$ cat src/rtl/counter_csr_pkg.sv
// Shared types and address decode for the counter CSR port.
// Latency: none (types and a pure function only).
// Backpressure: not applicable.
package counter_csr_pkg;

  typedef enum logic [0:0] {IDLE = 1'b0, RESP = 1'b1} state_e;

  localparam logic HALF_LO = 1'b0;
  localparam logic HALF_HI = 1'b1;

  // Index fields are carried at the widest supported size (31 counters + inhibit slot).
  localparam int MAX_IDX_W = 5;

  typedef struct packed {
    logic [MAX_IDX_W-1:0] idx;
    logic                 half;
    logic                 is_inhibit;
    logic                 is_err;
  } addr_dec_t;

  // Slot num_cnt/low is the inhibit register; its high half and anything above are holes.
  function automatic addr_dec_t decode_addr(input logic [MAX_IDX_W-1:0] idx,
                                            input logic                 half,
                                            input logic [MAX_IDX_W-1:0] num_cnt);
    addr_dec_t d;
    d.idx        = idx;
    d.half       = half;
    d.is_inhibit = (idx == num_cnt) && (half == HALF_LO);
    d.is_err     = (idx > num_cnt) || ((idx == num_cnt) && (half == HALF_HI));
    return d;
  endfunction

endpackage

$ cat src/rtl/counter_csr_port_if.sv
// CSR request/response channel between a CSR master and the counter port.
// Latency: wires only.
// Backpressure: valid/ready on both request and response.
interface counter_csr_port_if #(parameter int ADDR_W = 4);

  logic              req_valid;
  logic              req_ready;
  logic              req_we;
  logic [ADDR_W-1:0] req_addr;
  logic [31:0]       req_wdata;
  logic              rsp_valid;
  logic              rsp_ready;
  logic [31:0]       rsp_rdata;
  logic              rsp_err;

  modport master (
    output req_valid, req_we, req_addr, req_wdata, rsp_ready,
    input  req_ready, rsp_valid, rsp_rdata, rsp_err
  );

  modport slave (
    input  req_valid, req_we, req_addr, req_wdata, rsp_ready,
    output req_ready, rsp_valid, rsp_rdata, rsp_err
  );

endinterface

$ cat src/rtl/counter_csr_port.sv
// CSR reader/writer for a bank of 64-bit split counters with tear-free reads and increment inhibit.
// Latency: response registered one cycle after accept; write strobes combinational in the accept cycle.
// Backpressure: one outstanding transaction; req_ready low until the response handshakes.
module counter_csr_port
  import counter_csr_pkg::*;
#(
  parameter int NUM_CNT = 4,
  parameter int IDX_W   = $clog2(NUM_CNT + 1)
) (
  input  logic                          clock,
  input  logic                          reset,
  counter_csr_port_if.slave             csr,
  input  logic [NUM_CNT-1:0]            event_in,
  output logic [NUM_CNT-1:0]            cnt_incr_en,
  output logic [NUM_CNT-1:0]            cnt_high_we,
  output logic [NUM_CNT-1:0]            cnt_low_we,
  output logic [31:0]                   cnt_wdata,
  input  logic [NUM_CNT-1:0][31:0]      cnt_high_rdata,
  input  logic [NUM_CNT-1:0][31:0]      cnt_low_rdata
);

  localparam logic [0:0]           ST_IDLE   = 1'(IDLE);
  localparam logic [0:0]           ST_RESP   = 1'(RESP);
  localparam logic [MAX_IDX_W-1:0] NUM_CNT_L = MAX_IDX_W'(NUM_CNT);

  logic [0:0]         state;
  logic [NUM_CNT-1:0] inhibit;
  logic [31:0]        shadow [NUM_CNT];
  logic [NUM_CNT-1:0] shadow_valid;

  addr_dec_t          dec;
  logic               accept;
  logic               is_cnt;
  logic [NUM_CNT-1:0] sel;
  logic [31:0]        lo_live;
  logic [31:0]        hi_live;
  logic [31:0]        hi_shadow;
  logic               shadow_hit;
  logic [31:0]        rd_next;

  // No handshake can complete while reset is held, so no strobe fires and nothing is lost.
  assign csr.req_ready = (state == ST_IDLE) && !reset;
  assign accept        = csr.req_valid && csr.req_ready;

  assign cnt_wdata   = csr.req_wdata;
  assign cnt_incr_en = event_in & ~inhibit;
  assign cnt_high_we = (accept && csr.req_we && dec.half == HALF_HI) ? sel : '0;
  assign cnt_low_we  = (accept && csr.req_we && dec.half == HALF_LO) ? sel : '0;

  // Decode the address, pick the addressed counter and form the read data for this request.
  always_comb begin
    dec        = decode_addr(MAX_IDX_W'(csr.req_addr[IDX_W:1]), csr.req_addr[0], NUM_CNT_L);
    is_cnt     = !dec.is_err && !dec.is_inhibit;
    sel        = '0;
    lo_live    = '0;
    hi_live    = '0;
    hi_shadow  = '0;
    shadow_hit = 1'b0;
    for (int i = 0; i < NUM_CNT; i++) begin
      if (is_cnt && dec.idx == MAX_IDX_W'(i)) begin
        sel[i]     = 1'b1;
        lo_live    = cnt_low_rdata[i];
        hi_live    = cnt_high_rdata[i];
        hi_shadow  = shadow[i];
        shadow_hit = shadow_valid[i];
      end
    end
    rd_next = '0;
    if (!csr.req_we && !dec.is_err) begin
      if (dec.is_inhibit)
        rd_next = 32'(inhibit);
      else if (dec.half == HALF_LO)
        rd_next = lo_live;
      else
        rd_next = shadow_hit ? hi_shadow : hi_live;
    end
  end

  // Transaction FSM, registered response and inhibit register.
  always_ff @(posedge clock) begin
    if (reset) begin
      state         <= ST_IDLE;
      csr.rsp_valid <= 1'b0;
      csr.rsp_rdata <= '0;
      csr.rsp_err   <= 1'b0;
      inhibit       <= '0;
    end else begin
      case (state)
        ST_IDLE: begin
          if (accept) begin
            state         <= ST_RESP;
            csr.rsp_valid <= 1'b1;
            csr.rsp_rdata <= rd_next;
            csr.rsp_err   <= dec.is_err;
          end
        end
        default: begin
          if (csr.rsp_valid && csr.rsp_ready) begin
            state         <= ST_IDLE;
            csr.rsp_valid <= 1'b0;
          end
        end
      endcase
      if (accept && csr.req_we && dec.is_inhibit)
        inhibit <= csr.req_wdata[NUM_CNT-1:0];
    end
  end

  // Snapshot validity: a low read arms it, a high read consumes it, any write to the counter discards it.
  always_ff @(posedge clock) begin
    if (reset) begin
      shadow_valid <= '0;
    end else begin
      for (int i = 0; i < NUM_CNT; i++) begin
        if (accept && sel[i])
          shadow_valid[i] <= !csr.req_we && (dec.half == HALF_LO);
      end
    end
  end

  // Snapshot data: capture the high word on the same edge the low word is returned.
  always_ff @(posedge clock) begin
    for (int i = 0; i < NUM_CNT; i++) begin
      if (accept && sel[i] && !csr.req_we && dec.half == HALF_LO)
        shadow[i] <= cnt_high_rdata[i];
    end
  end

endmodule

$ cat src/flat_wrapper.sv
// flat-port wrapper written by rule: the top's interface ports become plain ports
module counter_csr_port_flat import counter_csr_pkg::*;
#(
  parameter int NUM_CNT = 4,
  parameter int IDX_W   = $clog2(NUM_CNT + 1)
)
  (clock, reset, event_in, cnt_incr_en, cnt_high_we, cnt_low_we, cnt_wdata, cnt_high_rdata, cnt_low_rdata, csr_req_valid, csr_req_we, csr_req_addr, csr_req_wdata, csr_rsp_ready, csr_req_ready, csr_rsp_valid, csr_rsp_rdata, csr_rsp_err);
  counter_csr_port_if #(.ADDR_W(IDX_W + 1)) csr_i ();
  input  logic clock;
  input  logic reset;
  input  logic [NUM_CNT-1:0] event_in;
  output logic [NUM_CNT-1:0] cnt_incr_en;
  output logic [NUM_CNT-1:0] cnt_high_we;
  output logic [NUM_CNT-1:0] cnt_low_we;
  output logic [31:0] cnt_wdata;
  input  logic [NUM_CNT-1:0][31:0] cnt_high_rdata;
  input  logic [NUM_CNT-1:0][31:0] cnt_low_rdata;
  input wire logic [$bits(csr_i.req_valid)-1:0] csr_req_valid;
  input wire logic [$bits(csr_i.req_we)-1:0] csr_req_we;
  input wire logic [$bits(csr_i.req_addr)-1:0] csr_req_addr;
  input wire logic [$bits(csr_i.req_wdata)-1:0] csr_req_wdata;
  input wire logic [$bits(csr_i.rsp_ready)-1:0] csr_rsp_ready;
  output wire logic [$bits(csr_i.req_ready)-1:0] csr_req_ready;
  output wire logic [$bits(csr_i.rsp_valid)-1:0] csr_rsp_valid;
  output wire logic [$bits(csr_i.rsp_rdata)-1:0] csr_rsp_rdata;
  output wire logic [$bits(csr_i.rsp_err)-1:0] csr_rsp_err;
  assign csr_i.req_valid = csr_req_valid;
  assign csr_i.req_we = csr_req_we;
  assign csr_i.req_addr = csr_req_addr;
  assign csr_i.req_wdata = csr_req_wdata;
  assign csr_i.rsp_ready = csr_rsp_ready;
  assign csr_req_ready = csr_i.req_ready;
  assign csr_rsp_valid = csr_i.rsp_valid;
  assign csr_rsp_rdata = csr_i.rsp_rdata;
  assign csr_rsp_err = csr_i.rsp_err;
  counter_csr_port #(.NUM_CNT(NUM_CNT), .IDX_W(IDX_W)) u_core (.clock(clock), .reset(reset), .csr(csr_i), .event_in(event_in), .cnt_incr_en(cnt_incr_en), .cnt_high_we(cnt_high_we), .cnt_low_we(cnt_low_we), .cnt_wdata(cnt_wdata), .cnt_high_rdata(cnt_high_rdata), .cnt_low_rdata(cnt_low_rdata));
endmodule
$ cat config.mk
export PLATFORM = sky130hd
export DESIGN_NAME = counter_csr_port_flat
export DESIGN_NICKNAME = d
export VERILOG_FILES = /design/src/rtl/counter_csr_pkg.sv /design/src/rtl/counter_csr_port_if.sv /design/src/rtl/counter_csr_port.sv /design/src/flat_wrapper.sv
export SDC_FILE = /design/constraint.sdc
export NUM_CORES = 1
export LEC_CHECK = 0
export BUFFER_PORTS_ARGS = -buffer_cell sky130_fd_sc_hd__buf_2
export CAP_MARGIN = 30
export CELL_PAD_IN_SITES_DETAIL_PLACEMENT = 0
export CELL_PAD_IN_SITES_GLOBAL_PLACEMENT = 2
export CORE_AREA = 2 2 164 182
export CTS_BUF_LIST = sky130_fd_sc_hd__clkbuf_4 sky130_fd_sc_hd__clkbuf_8
export CTS_CLUSTER_SIZE = 10
export DETAILED_ROUTE_END_ITERATION = 8
export DIE_AREA = 0 0 166 184
export GPL_TIMING_DRIVEN = 0
export PLACE_DENSITY = 0.9
export SLEW_MARGIN = 20
export SYNTH_ARGS = -nofsm -noshare
export SYNTH_HDL_FRONTEND = slang
export SYNTH_SLANG_ARGS = --single-unit
$ cat constraint.sdc
create_clock -name clock -period 5 [get_ports clock]
set_input_delay 1 -clock clock [delete_from_list [all_inputs] [get_ports clock]]
set_output_delay 1 -clock clock [all_outputs]
set_load 0.01 [all_outputs]
[Word level (Yosys, flattened, before mapping)]
Memory sizes are Yosys's and may differ from the RTL's.
Cells that the tools add are included.
Operators by class
  reductions and logical operators: 40
  multipliers: 0
  eq/ne operators: 5
  div/mod/pow operators: 0
  magnitude comparators: 1
  muxes and demuxes: 49
  bitwise logic cells: 4
  shifts and indexed selects: 0
  add/sub/neg operators: 0
Operator list (number)
  $mux W32: 19
  $reduce_or A32 Y1: 3
  $logic_and A1 B1 Y1: 28
  $mux W1: 25
  $mux W4: 2
  $eq A3 B2 Y1 const B: 2
  $mux W2: 3
  $and A4 B4 Y4: 1
  $logic_not A1 Y1: 4
  $not A4 Y4: 1
  $reduce_and A2 Y1: 2
  $eq A3 B1 Y1 const B: 1
  $eq A3 B3 Y1 const B: 1
  $gt A3 B3 Y1 const B: 1
  $logic_not A3 Y1: 1
  $ne A2 B2 Y1 const B: 1
  $not A1 Y1: 2
  $reduce_bool A2 Y1: 1
  $logic_or A1 B1 Y1: 1
Storage, ports and cells
  output and inout bits: 79
  ROM bits: 0
  word-level logic and storage cells: 109
  memory bits (writable): 128
  memories kept: 1
  flip-flop bits (word level): 43
  input port bits: 301
  latch bits: 0
Memory list
  u_core.shadow: words 4, width 32, rd ports 4, clocked after Yosys merged registers in 0, write ports 1, RTL line counter_csr_port.sv:28  | logic [31:0] shadow [NUM_CNT];

[Logic depth before layout (Yosys ltp)]
  depth in word-level cells: 16
  depth in mapped cells: 8
  gate-level depth less buffers: 4

[Least setup slack after synthesis]
OpenSTA, ideal clock, no wires.
  path kind: input -> register
  from: input port reset
  to: memory u_core.shadow[0][0], enable pin
  arrival: 3.437 ns
  setup time: 0.422 ns
  required time: 4.578 ns
  cell stages on the path: 5
  setup slack: 1.140 ns
  buffers on the path: 2
  path through: clkbuf_1 or4b_1 buf_2 or2_0 nor2_1
On the way
  cells in the longest elaborated chain, start to end: 12
  elaborated cells on any way between the ends: 32
  those cells by class: mux (14); reduce/logical (18)
Ends and longest elaborated chain
  start, declared: RTL line flat_wrapper.sv:10  | input logic reset;
  $logic_not A1 Y1 *: RTL line counter_csr_port.sv:42  | assign csr.req_ready = (state == ST_IDLE) && !reset;
  $logic_and A1 B1 Y1 *: RTL line counter_csr_port.sv:42
  $logic_and A1 B1 Y1 *: RTL line counter_csr_port.sv:43  | assign accept = csr.req_valid && csr.req_ready;
  $logic_and A1 B1 Y1 (3 in series): RTL line counter_csr_port.sv:124  | if (accept && sel[i] && !csr.req_we && dec.half == HALF_LO)
  $mux W1: RTL line counter_csr_port.sv:124
  $mux W1 (not written as such): RTL line counter_csr_port.sv:125  | shadow[i] <= cnt_high_rdata[i];
  $reduce_or A32 Y1 (no source line)
  $mux W2 (no source line) / $mux W1 (equally long branches) (3 in series)
  end, declared: RTL line counter_csr_port.sv:28
Every way passes the cells marked *; elsewhere a longest branch is shown, timed or not.

[Worst setup path after layout]
  from: input port csr_req_addr[1]
  to: output port cnt_high_we[1]
On the way
  cells in the longest elaborated chain, start to end: 8
  elaborated cells on any way between the ends: 12
  those cells by class: order compare (1); eq/ne (2); mux (2); reduce/logical (7)
Ends and longest elaborated chain
  start, declared: RTL line flat_wrapper.sv:20  | input wire logic [$bits(csr_i.req_addr)-1:0] csr_req_addr;
  branches (longest 5 deep; another with $gt A3 B3 Y1)
  $logic_and A1 B1 Y1 *: RTL line counter_csr_port.sv:60  | if (is_cnt && dec.idx == MAX_IDX_W'(i)) begin
  $mux W1 *: RTL line counter_csr_port.sv:60
  $mux W4 *: RTL line counter_csr_port.sv:47  | assign cnt_high_we = (accept && csr.req_we && dec.half == HALF_HI) ? sel : '0;
  end, declared: RTL line flat_wrapper.sv:13  | output logic [NUM_CNT-1:0] cnt_high_we;
Every way passes the cells marked *.

==> impl_metrics.yaml <==
sta:
  worst_slew_pin_slew_ns: 0.909
  skew_ns: 0.0170
  finalCritPeriodShare: 0.736
  min_period_ns: 3.68
  final_max_slew_viol_count: 0
  hold-worst-slack_ns: 0.469
  rsz0062_at_grt: "false"
  setup_viol_count_final: 0
  fmax_ghz: 0.272
  slew_headroom: 0.394
  hold_viol: 0
cts:
  cts_num_sinks: 171
  insertion_delay_ns: 0.46
  cts_hold_buffers: 0
  clock_path_buffers: 2
  cts_buffers: 17
  clk_pin_slew_ns: 0.09
  post_cts_buffers: 0
  tritoncts: "built"
  clockRootBuffer: "clkbuf_8"
  cts_resized: 0
  htree_levels: 4
grt:
  antenna_found_initial: 2
  grt_max_degree: 19
  grt-ovfl-total: 0
  grt_pass1_wl_um: 44600
  track_usage: 0.197
  grt_pass1_vias: 7281
floorplanning:
  die-width_um: 166
  num_rows: 65
  die_height_um: 184
  start_util: 0.307
  dieArea_mm2: 0.0305
  core_area_mm2: 0.0285
  io_pins: 380
drt:
  drtPass1Iterations: 5
  wl_um: 30500
  vias: 7018
  drtIter0Drc: 494
  drc: 0
  ant_nets: 0
  avgRoutedWirePerCell_um: 22.1
  via_per_inst: 5.09
synth:
  avgSynthCellArea_um2: 14.0
  yosysWarningCount: 0
  synth_area_mm2: 0.00876
  synth_top_area_share: 0.439
  synthTopCellsByArea: "edfxtp_1 44%, mux4_2 17%, dfxtp_1 9.8%"
  seq_area_frac_synth: 0.537
  synth-seq-cells: 171
  synth_cell_types: 41
  synth_cells: 625
  yosysTopAreaCell: "edfxtp_1"
  syn-num-nets: 926
power:
  p_sw_frac: 0.252
  p_total_mw: 3.14
  leakagePower_nw: 4.60
  power_switching_mw: 0.792
  powerDensity_mw_per_mm2: 272
  p_int_mw: 2.35
  p_comb_frac: 0.149
  ir_worst_vdd_mv: 0.180
  seqPwrFrac: 0.490
  power_frac_clock: 0.361
setup_path:
  critPathBufInv: 5
  slowest_delay_ns: 0.36
  critical_path_class: "in -> out"
  critPathArrivalTime_ns: 2.68
  slowest_stage: "buf_2"
  path_cells: "buf_2 -> buf_2 -> buf_2 -> buf_2 -> nand2_1 -> nor2_1 -> buf_2"
  cp_max_fo: 10
  critical_path.startpoint_type: "primary input"
  cp_data_required_time_ns: 4.00
  cp-end-kind: "primary output"
  cp_common_cell: "buf_2"
  path_delay_family: "buffers and inverters"
  cp.depth: 7
  worstRegToRegCells: 5
final_layout:
  fin_nets: 1297
  drive_above_1_share: 0.515
  area_growth_pct: 31.9
outcome:
  status: "completed"
placed_design:
  gp_congestion: 0.800
  io_buffers: 347
  hpwlAfterDp_um: 23300
run:
  drv_cap: 0
hold_path:
  holdPathStages: 1
  hp-class: "reg -> reg"
==> synth_stat cells <==
| master | n |
|---|---|
| a311oi_1 | 1 |
| a32o_1 | 29 |
| o21ai_0 | 4 |
| o211ai_1 | 28 |
| nor3_1 | 3 |
| or3_1 | 1 |
| nor2_1 | 25 |
| buf_4 | 34 |
| mux4_2 | 65 |
| nand2b_1 | 3 |
| nand3b_1 | 1 |
| mux2_2 | 6 |
| nor2_4 | 1 |
| nand2_1 | 71 |
| clkbuf_1 | 20 |
| a21oi_1 | 31 |
| buf_6 | 7 |
| and3b_1 | 1 |
| nor4_1 | 1 |
| or2_0 | 1 |
| buf_1 | 3 |
| a222oi_1 | 2 |
| nand3_1 | 2 |
| nand4_1 | 1 |
| o2bb2ai_1 | 3 |
| a21o_1 | 3 |
| a211oi_1 | 1 |
| a211o_1 | 1 |
| edfxtp_1 | 128 |
| dfxtp_1 | 43 |
| a221oi_1 | 4 |
| buf_2 | 19 |
| nor2b_1 | 8 |
| inv_1 | 3 |
| nor3b_1 | 2 |
| nor4b_1 | 1 |
| o21a_1 | 4 |
| a31oi_1 | 1 |
| a22o_1 | 1 |
| or4b_1 | 1 |
| mux2i_1 | 61 |
==> power by group through the flow <==
stage	logic, mW	clock network (mW)	registers [mW]
2_1_floorplan	0.243	0	1.58
3_3_place_gp	0.464	0	1.57
3_5_place_dp	0.473	0	1.57
4_1_cts	0.474	1.16	1.54
5_1_grt	0.510	1.22	1.54
6_report	0.467	1.13	1.54
==> flip-flops by register name, indices dropped and copies added, names as in the netlist <==
signal,count
u_core.shadow,128
u_core.csr.rsp_rdata,32
u_core.inhibit,4
u_core.shadow_valid,4
u_core.csr.rsp_err,1
u_core.csr.rsp_valid,1
u_core.state,1
==> cells in the final DEF (no fill, tap or decap), drive strengths merged, types with 3 or more instances in the layout <==
| cell type | count |
|---|---|
| a21o | 3 |
| nor3 | 3 |
| nand2b | 3 |
| mux2 | 6 |
| edfxtp | 128 |
| nor2 | 26 |
| nor2b | 8 |
| o21a | 4 |
| mux2i | 61 |
| a21oi | 31 |
| o211ai | 28 |
| inv | 9 |
| nand2 | 71 |
| dfxtp | 43 |
| buf | 415 |
| a221oi | 4 |
| o2bb2ai | 3 |
| mux4 | 65 |
| a32o | 29 |
| o21ai | 4 |
| bufinv | 4 |
| clkbuf | 39 |
==> cell type report <==
class / count / area [um^2]
inverters: 3 / 11.3
plain buffers: 83 / 515
flip-flops and latches: 171 / 4700
fillers: 2828 / 17000
clock inverters: 13 / 201
diodes: 2 / 5.00
multi-input cells: 368 / 3550
repair buffers: 352 / 1850
clock buffers: 19 / 255
well taps: 368 / 460
==> cells by family after synthesis <==
logic type | Yosys count | synth area share
buffers and inverters | 86 | 0.0601
DFF | 171 | 0.537
and+or+nand+nor | 123 | 0.0617
AOI/OAI and AO/OA | 113 | 0.0969
muxes | 132 | 0.244
==> metal layers <==
layer / vias up / global-route usage / share of wire
met5: - / 0 / 0
met2: 321 / 0.350 / 0.51
met4: 0 / 0.0494 / 0.016
li1: 3194 / - / -
met1: 3474 / 0.244 / 0.40
met3: 29 / 0.0409 / 0.070
==> through the flow <==
step	utilization	setup slack [ns]	area, um^2	TNS, ns	cells
after floorplan	-	1.14	8760	0	625
after global placement	0.384	-0.460	11000	-27.91	1340
after detailed placement	0.389	1.24	11100	0	1345
after CTS	0.405	1.24	11500	0	1377
after global routing	0.405	1.12	11600	0	1378
final	0.405	1.32	11600	0	1379
==> final timing paths <==
check | from | endpoint | slack, ns
worst max register to register | u_core.state$_SDFF_PP0_ | u_core.shadow[0][17]$_DFFE_PP_ | 2.47
worst max-delay path | csr_req_addr[1] | cnt_high_we[1] | 1.32
worst min register to register | u_core.csr.rsp_rdata[5]$_SDFFE_PP0P_ | u_core.csr.rsp_rdata[5]$_SDFFE_PP0P_ | 0.47
worst min-delay path | u_core.csr.rsp_rdata[5]$_SDFFE_PP0P_ | u_core.csr.rsp_rdata[5]$_SDFFE_PP0P_ | 0.47
No activity file was read; power rests on OpenSTA's default activity.
